===== config.mk =====
export PLATFORM = sky130hd
export DESIGN_NAME = truth_table_sweeper
export DESIGN_NICKNAME = d
export VERILOG_FILES = /design/src/rtl/truth_table_sweeper.sv
export SDC_FILE = /design/constraint.sdc
export NUM_CORES = 1
export LEC_CHECK = 0
export CAP_MARGIN = 20
export CORE_MARGIN = 2
export CORE_UTILIZATION = 57
export CTS_BUF_LIST = sky130_fd_sc_hd__clkbuf_4 sky130_fd_sc_hd__clkbuf_8 sky130_fd_sc_hd__clkbuf_16
export CTS_CLUSTER_SIZE = 20
export DETAILED_ROUTE_END_ITERATION = 6
export DONT_BUFFER_PORTS = 1
export GPL_TIMING_DRIVEN = 1
export PLACE_DENSITY = 0.83
export SYNTH_ARGS = -nofsm -noshare
export SYNTH_HDL_FRONTEND = slang
export SYNTH_SLANG_ARGS = --single-unit

===== constraint.sdc =====
create_clock -name clk -period 3.1 [get_ports clk]
set_clock_uncertainty 0.1 [all_clocks]
set_input_delay 0.93 -clock clk [delete_from_list [all_inputs] [get_ports clk]]
set_output_delay 0.93 -clock clk [all_outputs]
set_load 0.005 [all_outputs]

===== src/rtl/truth_table_sweeper.sv =====
// truth_table_sweeper: steps a 4-input combinational block through all 16
// input vectors, records its output per vector and compares the observed
// truth table against a latched expected minterm mask.
module truth_table_sweeper #(
  parameter int unsigned SETTLE_CYCLES = 1
) (
  input  logic        clk,
  input  logic        rst,
  input  logic        start,
  input  logic [15:0] expected,
  input  logic        F,
  output logic        A,
  output logic        B,
  output logic        C,
  output logic        D,
  output logic        busy,
  output logic        done,
  output logic        pass,
  output logic [15:0] captured,
  output logic [4:0]  mismatch_count,
  output logic [3:0]  first_fail,
  output logic        fail_valid
);

  localparam int unsigned IDX_W = 4;
  localparam int unsigned CNT_W = 4;
  localparam int unsigned MIS_W = 5;
  localparam int unsigned TBL_W = 16;

  localparam logic [CNT_W-1:0] LAST_CNT = CNT_W'(SETTLE_CYCLES - 1);
  localparam logic [IDX_W-1:0] LAST_IDX = IDX_W'(TBL_W - 1);

  localparam logic [1:0] IDLE   = 2'd0;
  localparam logic [1:0] SETTLE = 2'd1;
  localparam logic [1:0] DONE   = 2'd2;

  logic [1:0]       state_q, state_d;
  logic [IDX_W-1:0] idx_q, idx_d;
  logic [CNT_W-1:0] cnt_q, cnt_d;
  logic [TBL_W-1:0] exp_q, exp_d;
  logic [TBL_W-1:0] cap_d;
  logic [MIS_W-1:0] mis_d, mis_inc;
  logic [IDX_W-1:0] ff_d;
  logic             fv_d, busy_d, done_d, pass_d;
  logic             sample_miss;

  // The driven vector is the current index register itself
  assign {A, B, C, D} = idx_q;

  // Next-state and next-result computation
  always_comb begin
    state_d  = state_q;
    idx_d    = idx_q;
    cnt_d    = cnt_q;
    exp_d    = exp_q;
    cap_d    = captured;
    mis_d    = mismatch_count;
    ff_d     = first_fail;
    fv_d     = fail_valid;
    busy_d   = busy;
    done_d   = done;
    pass_d   = pass;
    sample_miss = F ^ exp_q[idx_q];
    mis_inc     = mismatch_count + MIS_W'(sample_miss);

    case (state_q)
      IDLE, DONE: begin
        if (start) begin
          state_d = SETTLE;
          idx_d   = '0;
          cnt_d   = '0;
          exp_d   = expected;
          cap_d   = '0;
          mis_d   = '0;
          ff_d    = '0;
          fv_d    = 1'b0;
          pass_d  = 1'b0;
          done_d  = 1'b0;
          busy_d  = 1'b1;
        end
      end
      SETTLE: begin
        cnt_d = cnt_q + CNT_W'(1);
        if (cnt_q == LAST_CNT) begin
          cap_d[idx_q] = F;
          mis_d        = mis_inc;
          if (sample_miss && !fail_valid) begin
            ff_d = idx_q;
            fv_d = 1'b1;
          end
          if (idx_q == LAST_IDX) begin
            // pass must include the vector sampled on this same edge
            state_d = DONE;
            busy_d  = 1'b0;
            done_d  = 1'b1;
            pass_d  = (mis_inc == '0);
          end else begin
            idx_d = idx_q + IDX_W'(1);
            cnt_d = '0;
          end
        end
      end
      default: state_d = IDLE;
    endcase
  end

  // State and result registers, synchronous reset wins over everything
  always_ff @(posedge clk) begin
    if (rst) begin
      state_q        <= IDLE;
      idx_q          <= '0;
      cnt_q          <= '0;
      exp_q          <= '0;
      captured       <= '0;
      mismatch_count <= '0;
      first_fail     <= '0;
      fail_valid     <= 1'b0;
      busy           <= 1'b0;
      done           <= 1'b0;
      pass           <= 1'b0;
    end else begin
      state_q        <= state_d;
      idx_q          <= idx_d;
      cnt_q          <= cnt_d;
      exp_q          <= exp_d;
      captured       <= cap_d;
      mismatch_count <= mis_d;
      first_fail     <= ff_d;
      fail_valid     <= fv_d;
      busy           <= busy_d;
      done           <= done_d;
      pass           <= pass_d;
    end
  end

endmodule

==> out/qor.log, run 1 <==
[placement] Detailed Place HPWL 4450 µm
[sta] # setup viols final 0
[synthesis] sequential area share after synthesis 39.2%
[sta] tightest slew margin relative to the limit 57.0%
[synthesis] Warnings, synthesis 0
[clocking] CTS tree done
[worst_setup_path] highest net fanout along the worst path 5
[grt] first-pass GRT wire length 10600 µm
[clocking] cts bufs inserted 5
[drt] average wire per standard cell 15.8 µm
[worst_setup_path] arrival time worst endpoint 3070 ps
[synthesis] synthesized netlist net count 371
[hold_path] type of the most critical hold path flip-flop to flip-flop
[finish] Cell Count, Final, Fillers Out 402
[die] total die area 5510 µm²
[grt] antenna violations before repair 0
[grt] total global routing track utilization 24.8%
[placement] count of placed standard cells including taps 396
[synthesis] area share of the leading cell type in the synthesized netlist 39.2%
[die] cell row count 25
[finish] synthesis-to-layout area growth 5.39%
[worst_setup_path] origin of the worst setup path idx_q[0]$_SDFFE_PP0P_
[placement] Worst Setup Slack post-DPL -7.46 ps
[sta] final worst slack 179 ps
[finish] commonest cells after routing, fill and taps aside sky130_fd_sc_hd__a21oi_1 (64), sky130_fd_sc_hd__nand2_1 (55), sky130_fd_sc_hd__dfxtp_1 (54), sky130_fd_sc_hd__o21ai_0 (24), sky130_fd_sc_hd__nor2_1 (18)
[drt] antenna-violating nets left 0
[synthesis] synth top area cells sky130_fd_sc_hd__dfxtp_1 (39%), sky130_fd_sc_hd__a21oi_1 (11%), sky130_fd_sc_hd__nand2_1 (7.3%)
[finish] share of the core filled with cells 62.7%
[grt] pin count of the biggest net entering global routing 56
[drt] detailed-router iteration count before antenna repair 4
[finish] most common cell after layout, fill and taps aside sky130_fd_sc_hd__a21oi_1
[finish] area of all placed cells without fillers 2960 µm²
[die] starting density of the core 59.5%
[die] I/O pin count 53
[drt] wirelength, routed 6340 µm
[die] Die Width 74.2 µm
[clocking] library cell used as clock root buffer sky130_fd_sc_hd__clkbuf_8
[worst_setup_path] internal reg-to-reg setup slack 180 ps
[worst_setup_path] startpoint of the most critical register-to-register path idx_q[0]$_SDFFE_PP0P_
[worst_setup_path] worst-case reg-to-reg path depth 9
[clocking] latest clock arrival within the worst-skew pair 310 ps
[worst_setup_path] launching element type of the critical path flip-flop
[power_and_ir_drop] P per Cell Area 428 nW/µm²
[sta] setup repair after global routing missed its margin no
[placement] port bufs 0
[clocking] clock-pin transition on the worst setup and hold timing paths 90 ps
[sta] Worst Max-Slew Pin Slew 644 ps
[synthesis] synthesized area per cell 8.19 µm²
[synthesis] count of cell types in the netlist 43
[sta] hold violation count in the final report 0
[die] core region area 4720 µm²
[worst_setup_path] reg-to-reg endpoint pass$_SDFFE_PP0P_
[sta] final-layout setup total negative slack 0 ps
[placement] gp weighted congestion 0.896
[finish] # diodes 0
[synthesis] area leader, netlist sky130_fd_sc_hd__dfxtp_1
[power_and_ir_drop] power consumption 1.27 mW
[worst_setup_path] Worst setup endpoint pass$_SDFFE_PP0P_
[synthesis] flop and latch count out of synthesis 55
[drt] drc violations 0
[clocking] H-tree levels 2
[die] Vert. Die Dim 74.2 µm
[grt] total congestion overflow 0
[drt] via count 2430
[synthesis] Post-synth EDFFs 0
[run] number of maximum-capacitance constraint violations 0
[worst_setup_path] CP Data Required Time 3250 ps
[placement] placement-stage cell area 2880 µm²
[power_and_ir_drop] worst vdd rail ir drop 0.232 mV
[drt] vias per inst 6.04
[clocking] post-CTS setup repair buffer count 0
[sta] final max-slew violation count 0
[sta] final worst hold slack 353 ps
[clocking] maximum buffer depth of the clock tree 2
[finish] Layout Nets 364
[outcome] result of the run complete, no violations
[synthesis] Mapped Area 2810 µm²
[drt] count of routing violations after the opening detailed-route iteration 198
[synthesis] flip-flop cell with the highest count after synthesis sky130_fd_sc_hd__dfxtp_1
[clocking] clock sink count 55
[power_and_ir_drop] leak pwr 1.03 nW
[worst_setup_path] critical path class flip-flop to flip-flop
[finish] proportion of layout cells with a drive suffix above 1 11.9%
[synthesis] count of mapped cells out of synthesis 343
[sta] Min Clock Period, post-route 2920 ps
[worst_setup_path] Critical Path Sink Type flip-flop
[sta] share of the clock period used by the worst path 94.2%
[sta] Highest Clock Rate 0.342 GHz
[grt] number of global-route vias before repair 2280
[synthesis] fraction of synthesis flops using an asynchronous set or reset pin 0%
cell type report:
cell class              instances  area [µm²]
well taps                      67        83.8
clock buffers                   6        76.3
flip-flops and latches         55        1100
multi-input cells             254        1570
fillers                       398        1760
inverters                       6        22.5
repair buffers                 14         105
power breakdown:
part | switching [mW] | internal [mW] | total [mW]
logic | 0.0929 | 0.0604 | 0.153
registers | 0.0171 | 0.725 | 0.742
clock network | 0.213 | 0.160 | 0.373
total | 0.323 | 0.946 | 1.27
cell families after synthesis:
family,synth area share [%]
mux,6.90
compound gates,21.0
simple gates,22.3
flops,39.2
xor+xnor,1.83
buf+inv,5.21
fa+ha+maj,3.56
synth_stat cells, types with 3 or more instances:
cell	number
sky130_fd_sc_hd__nand2_1	55
sky130_fd_sc_hd__a2111oi_2	3
sky130_fd_sc_hd__inv_1	5
sky130_fd_sc_hd__clkbuf_1	21
sky130_fd_sc_hd__mux4_2	5
sky130_fd_sc_hd__buf_2	3
sky130_fd_sc_hd__nand4_1	4
sky130_fd_sc_hd__dfxtp_1	55
sky130_fd_sc_hd__mux2_4	4
sky130_fd_sc_hd__nor2b_1	4
sky130_fd_sc_hd__o21ai_0	24
sky130_fd_sc_hd__nor4b_1	3
sky130_fd_sc_hd__or3b_2	4
sky130_fd_sc_hd__ha_1	8
sky130_fd_sc_hd__or3_1	3
sky130_fd_sc_hd__and3_1	6
sky130_fd_sc_hd__nor4_1	10
sky130_fd_sc_hd__nor2_1	18
sky130_fd_sc_hd__o211ai_1	5
sky130_fd_sc_hd__nand3_1	5
sky130_fd_sc_hd__nand3b_1	5
sky130_fd_sc_hd__a21oi_1	64
sky130_fd_sc_hd__nor3_1	3
worst max-delay path, cell delays in order (launching register included):
cell	delay, ps
sky130_fd_sc_hd__dfxtp_4	400
sky130_fd_sc_hd__mux4_2	540
sky130_fd_sc_hd__mux4_2	500
sky130_fd_sc_hd__xnor2_2	180
sky130_fd_sc_hd__inv_1	70
sky130_fd_sc_hd__ha_1	190
sky130_fd_sc_hd__ha_1	300
sky130_fd_sc_hd__nor4_2	260
sky130_fd_sc_hd__o2111ai_1	150
sky130_fd_sc_hd__a21oi_1	160
sequential cells by signal, summed over array words and instances, names as in the netlist:
register        flops
pass                1
mismatch_count      5
done                1
busy                1
captured           16
exp_q              16
idx_q               4
cnt_q               4
fail_valid          1
state_q             2
first_fail          4
worst min-delay path by stage:
stage,start,end,depth (start not counted)
floorplan,exp_q[10]$_SDFFE_PP0P_,exp_q[10]$_SDFFE_PP0P_,2
global placement,exp_q[4]$_SDFFE_PP0P_,exp_q[4]$_SDFFE_PP0P_,2
detailed placement,exp_q[6]$_SDFFE_PP0P_,exp_q[6]$_SDFFE_PP0P_,2
CTS,exp_q[6]$_SDFFE_PP0P_,exp_q[6]$_SDFFE_PP0P_,2
global route,exp_q[13]$_SDFFE_PP0P_,exp_q[13]$_SDFFE_PP0P_,2
finish,exp_q[11]$_SDFFE_PP0P_,exp_q[11]$_SDFFE_PP0P_,2
metal layers:
layer	GRT usage, %	routed length, µm	vias up
met2	40.5	2960	103
met5	0	0	-
met4	8.33	128	0
li1	-	-	1215
met3	7.72	639	15
met1	31.3	2610	1097
repair_timing:
| item | CTS | global route |
|---|---|---|
| endpoints found under the setup margin | 1 | 1 |
| pin swaps | 0 | 1 |
| hold buffers | 0 | 0 |
| gates resized for setup | 1 | 2 |
Power figures use the tool's default switching activity.
==> inputs of run 2 (changes only) <==
- CORE_ASPECT_RATIO: not set -> 0.9
- CORE_UTILIZATION: 57 -> 60
- PLACE_DENSITY: 0.83 -> 0.84
- TNS_END_PERCENT: not set -> 100
- clock period: 3.1 -> 3.63 ns (I/O delays scaled with it)
==> run 2 against run 1 <==
Net effect: combinational power fell by 19%; sequential share of layout area rose by 0.35 points; cell count fell by 2.7%; sequential power fell by 14%; register-to-register slack improved by 460 ps; clock power rose by 10%; critical path depth did not move; first-iteration DRC count rose by 35%; fmax fell by 2.3%; critical path type unchanged.
==> out/qor.log, run 2 (same netlist as run 1, synthesis figures left out) <==
[outcome] result of the run complete, no violations
[grt] pin count of the biggest net entering global routing 56 [unchanged]
[drt] antenna-violating nets left 0 [unchanged]
[finish] Layout Nets 356 [-2.2%]
[worst_setup_path] startpoint of the most critical register-to-register path idx_q[0]$_SDFFE_PP0P_
[sta] share of the clock period used by the worst path 82.4% [-12 points]
[grt] antenna violations before repair 0 [unchanged]
[sta] final-layout setup total negative slack 0 ps [unchanged]
[clocking] CTS tree done
[finish] most common cell after layout, fill and taps aside sky130_fd_sc_hd__a21oi_1
[grt] first-pass GRT wire length 10300 µm [-3.2%]
[worst_setup_path] worst-case reg-to-reg path depth 9 [unchanged]
[sta] Worst Max-Slew Pin Slew 971 ps [+327 ps]
[hold_path] type of the most critical hold path flip-flop to flip-flop
[power_and_ir_drop] Clk pwr share 35.2% [+5.8 points]
[drt] detailed-router iteration count before antenna repair 4 [unchanged]
[run] number of maximum-capacitance constraint violations 0 [unchanged]
[power_and_ir_drop] worst vdd rail ir drop 0.316 mV [+36%]
[sta] Min Clock Period, post-route 2990 ps [+70.1 ps]
[clocking] library cell used as clock root buffer sky130_fd_sc_hd__clkbuf_8
[worst_setup_path] arrival time worst endpoint 3140 ps [+70 ps]
[grt] total global routing track utilization 24.7% [-0.11 points]
[power_and_ir_drop] switching share of power 25.2% [-0.25 points]
[sta] final worst hold slack 358 ps [+4.79 ps]
[sta] hold violation count in the final report 0 [unchanged]
[placement] Detailed Place HPWL 4350 µm [-2.4%]
[drt] count of routing violations after the opening detailed-route iteration 268 [+35%]
[worst_setup_path] highest net fanout along the worst path 5 [unchanged]
[sta] Highest Clock Rate 0.334 GHz [-2.3%]
[die] core region area 4490 µm² [-5.0%]
[worst_setup_path] reg-to-reg endpoint pass$_SDFFE_PP0P_
[power_and_ir_drop] Reg power frac 54.2% [-4.3 points]
[clocking] number of hold buffers added after CTS 0 [unchanged]
[placement] gp weighted congestion 0.856 [-4.5%]
[worst_setup_path] launching element type of the critical path flip-flop
[power_and_ir_drop] internal power component 0.875 mW [-7.4%]
[worst_setup_path] Worst setup endpoint pass$_SDFFE_PP0P_
[finish] synthesis-to-layout area growth 4.05%
[sta] # setup viols final 0 [unchanged]
[clocking] cts bufs inserted 5 [unchanged]
[worst_setup_path] internal reg-to-reg setup slack 640 ps [+460 ps]
[grt] total congestion overflow 0 [unchanged]
[clocking] clock-pin transition on the worst setup and hold timing paths 100 ps [about the same]
[power_and_ir_drop] leak pwr 1.01 nW [-2.5%]
[sta] final max-slew violation count 0 [unchanged]
[clocking] PostCTS Resize Cnt 0 [-1]
[drt] vias per inst 6.15 [+1.7%]
[finish] registers with the most flip-flops captured (16), exp_q (16), mismatch_count (5)
[grt] number of global-route vias before repair 2125 [-6.8%]
[finish] proportion of layout cells with a drive suffix above 1 9.73% [-2.2 points]
[drt] average wire per standard cell 15.8 µm [+0.12%]
[finish] # diodes 0 [unchanged]
[die] total die area 5250 µm² [-4.7%]
[power_and_ir_drop] P per Cell Area 400 nW/µm² [-6.6%]
[die] Die Width 76.1 µm [+2.6%]
[power_and_ir_drop] net switching power figure 0.295 mW [-8.6%]
[clocking] clock sink count 55 [unchanged]
[sta] tightest slew margin relative to the limit 35.2% [-22 points]
[die] cell row count 23 [-8.0%]
[power_and_ir_drop] Comb pwr share 10.6% [-1.5 points]
[sta] setup repair after global routing missed its margin no
[clocking] post-CTS setup repair buffer count 0 [unchanged]
[clocking] latest clock arrival within the worst-skew pair 310 ps [about the same]
[placement] port bufs 0 [unchanged]
[power_and_ir_drop] power consumption 1.17 mW [-7.7%]
[worst_setup_path] critical path class flip-flop to flip-flop
[clocking] maximum buffer depth of the clock tree 2 [unchanged]
[worst_setup_path] CP Data Required Time 3780 ps [+530 ps]
[die] Vert. Die Dim 68.9 µm [-7.1%]
[worst_setup_path] origin of the worst setup path idx_q[0]$_SDFFE_PP0P_
[finish] fillers 391 [-1.8%]
[die] I/O pin count 53 [unchanged]
[worst_setup_path] Critical Path Sink Type flip-flop
[clocking] H-tree levels 2 [unchanged]
[drt] via count 2404 [-1.1%]
[die] starting density of the core 62.6% [+3.1 points]
[finish] commonest cells after routing, fill and taps aside sky130_fd_sc_hd__a21oi_1 (64), sky130_fd_sc_hd__nand2_1 (55), sky130_fd_sc_hd__dfxtp_1 (55), sky130_fd_sc_hd__o21ai_0 (24), sky130_fd_sc_hd__nor2_1 (18)
[drt] wirelength, routed 6170 µm [-2.6%]
[drt] drc violations 0 [unchanged]
==> run 2: power groups by stage <==
stage	clock network (mW)	registers [mW]	logic, mW
6_report	0.412	0.635	0.124
3_5_place_dp	0	0.649	0.122
4_1_cts	0.424	0.635	0.123
2_1_floorplan	0	0.642	0.111
5_1_grt	0.446	0.638	0.140
3_3_place_gp	0	0.648	0.120
==> run 2: area by class of cell <==
cell class | instances | area (µm²) | share of cell area, %
Tap cell | 62 | 77.6 | 2.65
Inverter | 6 | 22.5 | 0.770
Clock buffer | 5 | 68.8 | 2.35
Timing Repair Buffer | 6 | 45.0 | 1.54
Sequential cell | 55 | 1100 | 37.7
Multi-Input combinational cell | 254 | 1560 | 53.4
Clock inverter | 3 | 46.3 | 1.58
==> run 2: how the worst min path moves through the flow <==
stage                                      start                      to  slack, ps  depth (start not counted)
after floorplan           exp_q[10]$_SDFFE_PP0P_  exp_q[10]$_SDFFE_PP0P_        330                          2
after global placement    exp_q[10]$_SDFFE_PP0P_  exp_q[10]$_SDFFE_PP0P_        340                          2
after detailed placement  exp_q[11]$_SDFFE_PP0P_  exp_q[11]$_SDFFE_PP0P_        350                          2
after CTS                 exp_q[11]$_SDFFE_PP0P_  exp_q[11]$_SDFFE_PP0P_        360                          2
after global routing      exp_q[14]$_SDFFE_PP0P_  exp_q[14]$_SDFFE_PP0P_        380                          2
final                     exp_q[11]$_SDFFE_PP0P_  exp_q[11]$_SDFFE_PP0P_        360                          2
==> run 2: metrics by stage <==
step | cells | utilization (%) | cell area, µm² | worst slack, ps
5_1_grt | 391 | 65.1 | 2920 | 431
3_5_place_dp | 383 | 62.6 | 2810 | 651
3_3_place_gp | 383 | 62.6 | 2810 | 702
4_1_cts | 391 | 65.1 | 2920 | 626
6_report | 391 | 65.1 | 2920 | 639
2_1_floorplan | 343 | - | 2810 | 633
==> run 2: layer usage <==
layer | part of all wire, % | vias up | track usage, % | wire (µm)
li1 | - | 1193 | - | -
met1 | 46 | 1148 | 33.0 | 2840
met2 | 46 | 58 | 39.6 | 2860
met3 | 6.6 | 5 | 6.64 | 410
met4 | 1.0 | 0 | 7.95 | 63
met5 | 0 | - | 0 | 0
==> run 2: critical path, stage by stage, from the launching register on <==
cell and delay, ps:
sky130_fd_sc_hd__dfxtp_1 490, sky130_fd_sc_hd__mux4_2 560, sky130_fd_sc_hd__mux4_2 510, sky130_fd_sc_hd__xnor2_2 170, sky130_fd_sc_hd__inv_1 60, sky130_fd_sc_hd__ha_1 190, sky130_fd_sc_hd__ha_1 290, sky130_fd_sc_hd__nor4_1 280
sky130_fd_sc_hd__o2111ai_1 140, sky130_fd_sc_hd__a21oi_1 150
